<file path="config.mk">
export PLATFORM = sky130hd
export DESIGN_NAME = mem_access_unit
export DESIGN_NICKNAME = d
export VERILOG_FILES = /design/src/rtl/mem_access_unit_pkg.sv /design/src/rtl/mem_lane_merge.sv /design/src/rtl/mem_access_unit.sv
export SDC_FILE = /design/constraint.sdc
export NUM_CORES = 1
export LEC_CHECK = 0
export CORE_ASPECT_RATIO = 1.1
export CORE_MARGIN = 5
export CORE_UTILIZATION = 42
export CTS_CLUSTER_SIZE = 30
export DETAILED_ROUTE_END_ITERATION = 7
export PLACE_DENSITY = 0.78
export SYNTH_ARGS = -nofsm -noshare
export SYNTH_HDL_FRONTEND = slang
export SYNTH_SLANG_ARGS = --single-unit
</file>
<file path="constraint.sdc">
create_clock -name clk -period 2.6 [get_ports clk]
set_input_delay 0.52 -clock clk [delete_from_list [all_inputs] [get_ports clk]]
set_output_delay 0.52 -clock clk [all_outputs]
set_load 0.01 [all_outputs]
</file>
<file path="src/rtl/mem_access_unit_pkg.sv">
// rtl/mem_access_unit_pkg.sv - state encodings, ex_type codes and request helpers for mem_access_unit
package mem_access_unit_pkg;

    localparam logic [2:0] MEM_ST_IDLE = 3'd0;
    localparam logic [2:0] MEM_ST_RD   = 3'd1;
    localparam logic [2:0] MEM_ST_LDR  = 3'd2;
    localparam logic [2:0] MEM_ST_MRG  = 3'd3;
    localparam logic [2:0] MEM_ST_WR   = 3'd4;
    localparam logic [2:0] MEM_ST_ERR  = 3'd5;

    localparam logic [1:0] MEM_EX_WORD = 2'b00;
    localparam logic [1:0] MEM_EX_BYTE = 2'b01;
    localparam logic [1:0] MEM_EX_HALF = 2'b10;

    typedef enum logic [1:0] {
        SZ_BYTE,
        SZ_HALF,
        SZ_WORD
    } mem_size_e;

    typedef struct packed {
        logic        we;
        logic [1:0]  ex_type;
        logic        is_unsigned;
        logic [1:0]  lane;
        logic [31:0] wdata;
    } mem_cap_t;

    // The byte bit wins so that ex_type 11 behaves as a byte access.
    function automatic mem_size_e decode_size(input logic [1:0] ex_type);
        if (ex_type[0])
            return SZ_BYTE;
        else if (ex_type[1])
            return SZ_HALF;
        else
            return SZ_WORD;
    endfunction

    function automatic logic is_misaligned(input logic [1:0] ex_type, input logic [1:0] lane);
        case (decode_size(ex_type))
            SZ_HALF: return lane[0];
            SZ_WORD: return |lane;
            default: return 1'b0;
        endcase
    endfunction

endpackage

</file>
<file path="src/rtl/mem_lane_merge.sv">
// rtl/mem_lane_merge.sv - combinational sub-word store merge and load lane extract/extend
module mem_lane_merge
    import mem_access_unit_pkg::*;
(
    input  logic [1:0]  ex_type,
    input  logic        is_unsigned,
    input  logic [1:0]  lane,
    input  logic [31:0] rdata,
    input  logic [31:0] wdata,
    output logic [31:0] merged,
    output logic [31:0] loaded
);

    logic [7:0]  sel_byte;
    logic [15:0] sel_half;

    assign sel_byte = rdata[{lane, 3'b000} +: 8];
    assign sel_half = lane[1] ? rdata[31:16] : rdata[15:0];

    always_comb begin
        merged = rdata;
        loaded = rdata;
        case (decode_size(ex_type))
            SZ_BYTE: begin
                merged[{lane, 3'b000} +: 8] = wdata[7:0];
                loaded = {{24{~is_unsigned & sel_byte[7]}}, sel_byte};
            end
            SZ_HALF: begin
                merged[{lane[1], 4'b0000} +: 16] = wdata[15:0];
                loaded = {{16{~is_unsigned & sel_half[15]}}, sel_half};
            end
            default: begin
                merged = wdata;
                loaded = rdata;
            end
        endcase
    end

endmodule

</file>
<file path="src/rtl/mem_access_unit.sv">
// rtl/mem_access_unit.sv - load/store access stage driving a word-wide synchronous DRAM port
// Optional MEM_MISALIGN_TRAP_EN: misaligned half/word requests complete through ERR with rsp_misalign.
module mem_access_unit
    import mem_access_unit_pkg::*;
#(
    parameter int ADDR_W = 14
) (
    input  logic              clk,
    input  logic              rst_n,
    input  logic              req_valid,
    output logic              req_ready,
    input  logic              req_we,
    input  logic [1:0]        req_ex_type,
    input  logic              req_unsigned,
    input  logic [31:0]       req_addr,
    input  logic [31:0]       req_wdata,
    output logic [ADDR_W-1:0] dram_addr,
    output logic              dram_we,
    output logic [31:0]       dram_wdata,
    input  logic [31:0]       dram_rdata,
    output logic              rsp_valid,
    output logic [31:0]       rsp_rdata,
    output logic              rsp_misalign
);

    logic [2:0]        state_q, state_d;
    mem_cap_t          cap_q, cap_d;
    logic [ADDR_W-1:0] dram_addr_q, dram_addr_d;
    logic              rsp_valid_q, rsp_valid_d;
    logic [31:0]       rsp_rdata_q, rsp_rdata_d;
    logic              accept;
    logic              trap_req;
    logic [31:0]       merged_word;
    logic [31:0]       loaded_word;
    logic              unused_addr_hi;

    assign accept         = req_valid && req_ready;
    assign unused_addr_hi = ^req_addr[31:ADDR_W+2];

`ifdef MEM_MISALIGN_TRAP_EN
    logic rsp_misalign_q, rsp_misalign_d;

    assign trap_req       = is_misaligned(req_ex_type, req_addr[1:0]);
    assign rsp_misalign_d = (state_q == MEM_ST_ERR);
    assign rsp_misalign   = rsp_misalign_q;

    always_ff @(posedge clk or negedge rst_n) begin
        if (!rst_n)
            rsp_misalign_q <= 1'b0;
        else
            rsp_misalign_q <= rsp_misalign_d;
    end
`else
    assign trap_req     = 1'b0;
    assign rsp_misalign = 1'b0;
`endif

    mem_lane_merge u_lane_merge (
        .ex_type     (cap_q.ex_type),
        .is_unsigned (cap_q.is_unsigned),
        .lane        (cap_q.lane),
        .rdata       (dram_rdata),
        .wdata       (cap_q.wdata),
        .merged      (merged_word),
        .loaded      (loaded_word)
    );

    always_comb begin
        state_d     = state_q;
        cap_d       = cap_q;
        dram_addr_d = dram_addr_q;
        rsp_valid_d = 1'b0;
        rsp_rdata_d = rsp_rdata_q;
        case (state_q)
            MEM_ST_IDLE: begin
                if (accept) begin
                    cap_d.we          = req_we;
                    cap_d.ex_type     = req_ex_type;
                    cap_d.is_unsigned = req_unsigned;
                    cap_d.lane        = req_addr[1:0];
                    cap_d.wdata       = req_wdata;
                    if (trap_req) begin
                        state_d = MEM_ST_ERR;
                    end else begin
                        // The word address is latched here so dram_addr holds between accesses.
                        dram_addr_d = req_addr[ADDR_W+1:2];
                        state_d = (req_we && decode_size(req_ex_type) == SZ_WORD) ? MEM_ST_WR
                                                                                  : MEM_ST_RD;
                    end
                end
            end
            MEM_ST_RD:  state_d = cap_q.we ? MEM_ST_MRG : MEM_ST_LDR;
            MEM_ST_LDR: begin
                rsp_rdata_d = loaded_word;
                rsp_valid_d = 1'b1;
                state_d     = MEM_ST_IDLE;
            end
            MEM_ST_MRG, MEM_ST_WR, MEM_ST_ERR: begin
                rsp_valid_d = 1'b1;
                state_d     = MEM_ST_IDLE;
            end
            default:    state_d = MEM_ST_IDLE;
        endcase
    end

    always_ff @(posedge clk or negedge rst_n) begin
        if (!rst_n) begin
            state_q     <= MEM_ST_IDLE;
            cap_q       <= '0;
            dram_addr_q <= '0;
            rsp_valid_q <= 1'b0;
            rsp_rdata_q <= 32'h0;
        end else begin
            state_q     <= state_d;
            cap_q       <= cap_d;
            dram_addr_q <= dram_addr_d;
            rsp_valid_q <= rsp_valid_d;
            rsp_rdata_q <= rsp_rdata_d;
        end
    end

    assign req_ready  = (state_q == MEM_ST_IDLE);
    assign dram_we    = (state_q == MEM_ST_MRG) || (state_q == MEM_ST_WR);
    assign dram_wdata = (state_q == MEM_ST_WR) ? cap_q.wdata : merged_word;
    assign dram_addr  = dram_addr_q;
    assign rsp_valid  = rsp_valid_q;
    assign rsp_rdata  = rsp_rdata_q;

endmodule
</file>
# After elaboration in Yosys (flattened, before gate mapping)
# Cells that the tools add are included.
# word_totals
inputBits,103
elab_cells,51
register_bits,88
# classes
reduce_logical,7
shift,5
n_eq_ne,8
n_addsub,2
n_mux,17
bitwise,3
# op_table
cell,n
32-bit case mux with 2 select lines,2
32-bit bitwise mux,2
32-bit two-way mux,1
"16-bit by 7-bit variable shift with 32-bit output, first input constant",1
"8-bit by 7-bit variable shift with 32-bit output, first input constant",1
16-bit by 7-bit indexed part select with 32-bit output,1
32-bit by 6-bit indexed part select with 8-bit output,1
8-bit by 7-bit indexed part select with 32-bit output,1
16-bit two-way mux,1
5-bit negator with 7-bit output,2
2-bit two-way mux,6
"3-bit by 2-bit == test with 1-bit output, second input constant",2
"3-bit == test, second input constant",2
3-bit two-way mux,2
3-bit case mux with 2 select lines,1
4-bit OR reduction,1
"3-bit by 1-bit == test with 1-bit output, second input constant",1
3-bit logical NOT,1
1-bit AND,2
"2-bit by 1-bit == test with 1-bit output, second input constant",1
"2-bit == test, second input constant",1
1-bit logical AND,2
2-bit logical NOT,1
1-bit two-way mux,2
other kinds (4),4

# Logic depth before layout (Yosys ltp)
# Gate-level depths: netlist (run 1).
# depth
word_depth,9
depth_mapped,9
depth_no_buf,5

# Modules after synthesis
# From an unflattened synthesis (run 1), not the netlist that was laid out.
# hier_totals
cells_unflattened,567
hier_area_um2,6075.8
# by_module_without_submodules
mod,cells_per_inst,area_per_inst_um2,n_inst
mem_access_unit,236,3844.9,1
mem_lane_merge,331,2230.9,1

# Worst setup path before layout (run 1)
# No wires, ideal clock.
# synth_path
path_type,reg2out
start,register cap_q[33] (netlist bit)
end,output port dram_wdata[10]
arrival_ns,2.493
required_ns,2.080
setup_slack_ns,-0.413
path_stages_with_launch,10
cell_sequence,dfrtp_1 > buf_2 > buf_2 > buf_1 > inv_1 > ha_1 > nor2_1 > clkbuf_1 > nand3_1 > a311oi_1
# synth_between
elab_chain_cells,5
word_cells_on_any_way,10
cone_classes,add/sub (2); shift (4); mux (4)
# synth_rtl
item,line,text
from (decl),mem_access_unit.sv:27,"mem_cap_t cap_q, cap_d;"
from (signal assigned),mem_access_unit.sv:115,cap_q <= cap_d;
5-bit negator with 7-bit output (on tied branches),"mem_lane_merge.sv:29, mem_lane_merge.sv:25",
"16-bit by 7-bit indexed part select with 32-bit output, or another cell as far along",mem_lane_merge.sv:29,"merged[{lane[1], 4'b0000} +: 16] = wdata[15:0];"
32-bit bitwise mux (on tied branches),"mem_lane_merge.sv:29, mem_lane_merge.sv:25",
32-bit case mux with 2 select lines *,mem_lane_merge.sv:23,case (decode_size(ex_type))
32-bit two-way mux *,mem_access_unit.sv:124,assign dram_wdata = (state_q == MEM_ST_WR) ? cap_q.wdata : merged_word;
to (decl),mem_access_unit.sv:19,"output logic [31:0] dram_wdata,"
# Every way passes the cells marked *; elsewhere a longest branch is shown, timed or not.

# Worst setup path after layout (run 1)
# layout_path
start,register cap_q[33] (netlist bit)
end,output port dram_wdata[19]
# Same word-level chain as after synthesis.

==> results_dict.tcl, run 1 <==
set metrics [dict create \
    cp_cell_sequence "inv_2 > buf_6 > ha_4 > nor2_4 > buf_12 > buf_4 > a32oi_2 > o221ai_2 > buf_2" \
    worstSetupEndpointType "output port" \
    slowest_delay_ns 0.38 \
    groute.usage.overall_pct 25.61 \
    min_path_type "input pin to asynchronous set/reset pin" \
    cts_num_sinks 88 \
    drt_iter0_drc 526 \
    min_period_ns 2.545 \
    crit_buf_inv 5 \
    p_per_area_nw_per_um2 1336 \
    ir_drop_mv 0.6390 \
    synth_most_common_cell "dfrtp_1" \
    die_height_um 130.4 \
    clk_latency_ns 0.37 \
    cp-start-kind "flop" \
    drc 0 \
    worstPathArrival_ns 2.02 \
    yosys.area_share.adder_pct 1.129 \
    synth-simple-area-share_pct 12.20 \
    grt_overflow 0 \
    timing.fmax_mhz 393.0 \
    worst-path-max-fanout 12 \
    hold_viol_final 0 \
    antennaDiodeCount 0 \
    met3_usage_pct 5.553 \
    synth_mux_area_share_pct 17.42 \
    dp_hpwl_um 15130 \
    syn2layout_area_growth_pct 45.86 \
    path_clk_slew_ns 0.08 \
    syn_area_per_cell_um2 10.61 \
    final_nets 832 \
    tns_ns 0 \
    dr.pass1.iters 5 \
    wl_per_cell_um 22.87 \
    syn-cell-area_um2 5539 \
    synth_xor_area_share_pct 0.1581 \
    relSlewSlack_pct 58.21 \
    cts_tree "done" \
    rsz0062_at_grt "yes" \
    synth_top_cell_by_area "dfrtp_1" \
    finalNonFillerCells 890 \
    core-area_um2 13050 \
    synth_top_family_by_area "compound AO/OA/AOI/OAI gates" \
    cap_violations 0 \
    cts.hold.buffers_added 0 \
    yosys_register_bits 88 \
    async_flop_share_pct 100.0 \
    routed_via_density 6.139 \
    synth_compound_area_share_pct 23.15 \
    ios 185 \
    port_buffers 167 \
    drt_wl_total_um 20350 \
    status "finished clean" \
    fp-row-count 44 \
    syn_inst 522 \
    cp_data_required_time_ns 2.08 \
    cts_buffers 9 \
    clock-root-buffer "clkbuf_16" \
    drv_slew 0 \
    htree_num_levels 3 \
    nFillCells 1105 \
    grt.busiest_layer "met2" \
    synth_seq_area_share_pct 39.76 \
    grt_pass1_vias 5463 \
    grtUsageMet1_pct 31.66 \
    cp_slowest_cell "dfrtp_1" \
    grt_max_degree 48 \
    ys_top_cells_by_count "dfrtp_1, mux2_4, a31oi_1" \
    period_share_pct 97.87 \
    synth_cell_type_count 57 \
    start_util_pct 42.45 \
    synth_top_cell_area_share_pct 39.76 \
    tightest_slew_ns 0.6269 \
    syn_nets 630 \
    grt_use_met2_pct 43.82 \
    vias 5464 \
    dp.cells 865 \
    grt_pass1_wl_um 30930 \
    yosys_warnings 0 \
    die_w_um 119.5 \
    ant_nets 0 \
    dieArea_um2 15590 \
    dominantRegCellSynth "dfrtp_1" \
    path_class "flop to output port" \
    skew_ns 0.01248 \
    cts_max_path_buffers 2 \
    synth_area_leaders "dfrtp_1, mux2_4, a211oi_1" \
    layout-drive-gt1-share_pct 30.32 \
    synth_edf_count 0 \
    cp_top_family "buffers and inverters" \
    finalWeightedCongestion 0.9170 \
    power_leakage_nw 3.349 \
    antenna_found_initial 0 \
    setup_viol 0 \
]
==> metrics by stage <==
step           util (%)  hold slack (ns)  power [mW]  cell area, µm²  setup slack [ns]
6_report          61.92           0.1638       10.79            8079           0.05536
5_1_grt           61.92           0.2341       11.36            8079         -0.007111
4_1_cts           61.93           0.1880       10.77            8080          -0.02088
3_5_place_dp      59.22           0.4647       9.468            7726           -0.1317
3_3_place_gp      59.22           0.4535       9.328            7726          -0.09372
2_1_floorplan         -           0.2244       6.385            5604          0.003244
==> per-layer routing <==
layer,vias to the layer above,wire [µm]
met4,0,665
met3,48,1481
met2,268,10010
li1,2470,-
met5,-,0
met1,2678,8194
==> where the power goes <==
part | switching, mW | total (mW) | internal (mW)
combinational | 3.35 | 6.76 | 3.41
sequential | 0.626 | 2.70 | 2.07
clock | 0.655 | 1.33 | 0.678
total | 4.63 | 10.8 | 6.16
==> cell families (layout without fill, tap and decap cells) <==
logic type | Yosys count | count (layout)
buffers and inverters | 58 | 265
AO/OA/AOI/OAI | 178 | 178
XOR/XNOR | 1 | 1
multiplexers | 73 | 73
other | 1 | 1
flip-flops | 88 | 88
AND/OR/NAND/NOR | 118 | 118
adder cells (fa/ha/maj) | 5 | 5
==> path summary, 6_finish.rpt <==
path,endpoint,cells past startpoint,startpoint,slack [ns]
max in group asynchronous,cap_q[36],2,rst_n,1.77
min in group clk,rsp_rdata[29],1,cap_q[34],0.48
max,dram_wdata[19],9,cap_q[33],0.06
min reg2reg,rsp_rdata[29],1,cap_q[34],0.48
max reg2reg,cap_q[26],6,state_q[0],0.53
min,rsp_rdata[12],1,rst_n,0.16
==> cell usage in the layout (no fill, tap or decap), drive strengths merged, types with 9 or more instances in the layout <==
cell / count
mux2: 57
nand2b: 9
a21oi: 23
mux2i: 15
nand3: 20
o221ai: 9
a211oi: 32
o21ai: 17
and4b: 11
inv: 11
a221oi: 17
buf: 101
clkdlybuf4s50: 134
dfrtp: 88
clkbuf: 16
a32oi: 11
a31oi: 37
nor2: 36
==> flip-flops by register name (all words and copies together), names as in the netlist <==
register   count
dram_addr     14
state_q        3
rsp_rdata     32
cap_q         38
rsp_valid      1
==> layout make-up <==
class	count	area (µm²)	share of cell area, %
tap	161	201.4	2.493
timing repair buffer	242	2161	26.75
multi-input combinational	376	3194	39.54
sequential	88	2203	27.27
inverter	7	27.53	0.3407
clock buffer	9	225.2	2.788
clock inverter	7	66.31	0.8208
==> timing repair <==
| item | in CTS | in global routing |
|---|---|---|
| endpoints found under the setup margin | 33 | 27 |
| pin swaps | 12 | 16 |
| gates resized for setup | 128 | 31 |
| setup buffers | 7 | 3 |
Note: power is estimated with default switching activity, not from simulation.
==> run 2, diff against run 1 <==
MAX_ROUTING_LAYER = met4   (was unset)
REMOVE_ABC_BUFFERS = 1   (was unset)
==> run 2 against run 1 <==
  * The run now ends with setup timing left
  * Combinational power increased by 4.7%
  * Design area grew 3.1%
  * Fmax decreased by 4.4%
  * Utilization up 1.9 points
  * Via count increased by 0.59%
  * Non-clock buffer count rose by 15
  * Power grew 3.9%
  * Setup slack worse by 0.12 ns
  * Critical endpoint is now dram_wdata[7]
  * Largest cell class unchanged
==> results_dict.tcl, run 2 (synthesized netlist as in run 1, its figures left out) <==
set metrics [dict create \
    worstPathArrival_ns 2.14 \
    finalWeightedCongestion 0.8992 \
    skew_ns 0.006473 \
    grt_pass1_vias 5551 \
    cp_slowest_cell "dfrtp_2" \
    timing.fmax_mhz 375.6 \
    cap_violations 0 \
    pwr-share-clk_pct 13.2 \
    start_util_pct 42.45 \
    ios 185 \
    htree_num_levels 3 \
    ant_nets 0 \
    drc 0 \
    cts.hold.buffers_added 0 \
    die_w_um 119.5 \
    p_per_area_nw_per_um2 1347 \
    final_area_um2 8325 \
    p_seq_share_pct 23.7 \
    core-area_um2 13050 \
    final_common_cell "clkdlybuf4s50_1" \
    p_comb_share_pct 63.1 \
    port_buffers 167 \
    path_clk_slew_ns 0.06 \
    cp_data_required_time_ns 2.08 \
    p_sw_share_pct 40.94 \
    hold_viol_final 0 \
    largest-register "cap_q" \
    drv_slew 0 \
    wl_met3_um 1269 \
    cts_num_sinks 88 \
    dieArea_um2 15590 \
    final_nets 847 \
    vias 5496 \
    setup_viol 6 \
    min_path_type "input pin to asynchronous set/reset pin" \
    crit_start "cap_q[33]" \
    cp_cell_sequence "inv_4 > ha_4 > buf_6 > nand4b_1 > o211ai_4 > buf_6 > buf_6 > a22o_1 > buf_2" \
    drt_iter0_drc 544 \
    die_height_um 130.4 \
    crit_path_frequent_cell "buf_6" \
    groute.usage.overall_pct 25.16 \
    dr.pass1.iters 5 \
    cts_max_path_buffers 2 \
    antenna_found_initial 1 \
    layout-drive-gt1-share_pct 32.26 \
    cp_top_family "buffers and inverters" \
    power_leakage_nw 3.479 \
    reg2regPathDepth 6 \
    grt_overflow 0 \
    p_switching_mw 4.590 \
    tightest_slew_ns 0.5914 \
    ir_drop_mv 0.8322 \
    wl_met2_um 9495 \
    cp-start-kind "flop" \
    min_period_ns 2.662 \
    dpl_cell_area_um2 7721 \
    cell_internal_pwr_mw 6.621 \
    dp_hpwl_um 14430 \
    period_share_pct 102.4 \
    cts_tree "done" \
    wirelength_met1_um 8027 \
    status "finished, violations left" \
    worst-path-max-fanout 3 \
    layout_common_cells "clkdlybuf4s50_1, dfrtp_1, buf_4, mux2_4, a31oi_1" \
    fp-row-count 44 \
    wl_per_cell_um 21.46 \
    grt_max_degree 48 \
    grt_pass1_wl_um 29900 \
    register_area_um2 2205 \
    slowest_delay_ns 0.45 \
    clk_latency_ns 0.34 \
    tns_ns -0.2372 \
    highest_layer "met4" \
    worstSetupEndpointType "output port" \
    clock-root-buffer "clkbuf_16" \
    worst-path-stages 9 \
    r2r-start "cap_q[33]" \
    path_class "flop to output port" \
    largest_reg_flops 38 \
    nFillCells 1071 \
    relSlewSlack_pct 60.31 \
    rsz0062_at_grt "yes" \
    drt_wl_total_um 19450 \
    pre_cts_slack_ns -0.1979 \
    cts_buffers 9 \
    worst_slack_ns -0.06234 \
    multi_input_area_um2 3237 \
    syn2layout_area_growth_pct 50.30 \
    routed_via_density 6.066 \
    violations "setup timing" \
    crit_buf_inv 5 \
]
run 2: power by group through the flow:
stage	clock network (mW)	logic [mW]	registers, mW
2_1_floorplan	0	3.16	2.82
3_3_place_gp	0	6.67	2.62
3_5_place_dp	0	6.80	2.64
4_1_cts	1.50	6.83	2.64
5_1_grt	1.56	7.55	2.75
6_report	1.48	7.08	2.66
run 2: cell type report:
type	instances	area share, %
tap	161	2.420
clock buffer	10	2.750
sequential	88	26.48
antenna	1	0.03006
timing repair buffer	257	27.79
inverter	7	0.3607
clock inverter	6	1.292
multi-input combinational	376	38.88
run 2: path summary, 6_finish.rpt:
| check | end | slack, ns |
|---|---|---|
| min | rsp_rdata[24] | 0.16 |
| min reg2reg | cap_q[26] | 0.49 |
| min in group clk | cap_q[26] | 0.49 |
| max reg2reg | rsp_rdata[13] | 0.52 |
| max | dram_wdata[7] | -0.06 |
| max in group asynchronous | state_q[0] | 1.74 |
run 2: routing by layer:
metal / global-route usage (%) / vias up
met4: 11.73 / 0
met2: 41.19 / 275
met3: 3.616 / 43
met5: - / -
met1: 31.11 / 2700
li1: - / 2478
run 2: what timing repair did:
item / CTS / global route
resized for setup: 153 / 39
pin swaps: 30 / 27
setup buffers: 6 / 8
gates cloned: 0 / 1
endpoints found under the setup margin: 33 / 33
run 2: worst reg2reg max path, stage by stage (launching register included):
cell and delay [ns]:
dfrtp_2 0.42, buf_12 0.14, buf_4 0.11, buf_4 0.34
nand2_1 0.46, a31oi_1 0.36, a31oi_1 0.11
run 2: metrics by stage:
| step | utilization [%] | std cells | power, mW | hold WS, ns |
|---|---|---|---|---|
| after global placement | 59.18 | 875 | 9.294 | 0.4690 |
| after detailed placement | 59.18 | 875 | 9.446 | 0.4824 |
| after floorplan | - | 471 | 5.977 | 0.2244 |
| final | 63.81 | 906 | 11.21 | 0.1635 |
| after global routing | 63.81 | 906 | 11.86 | 0.2129 |
| after CTS | 62.50 | 896 | 10.97 | 0.1820 |
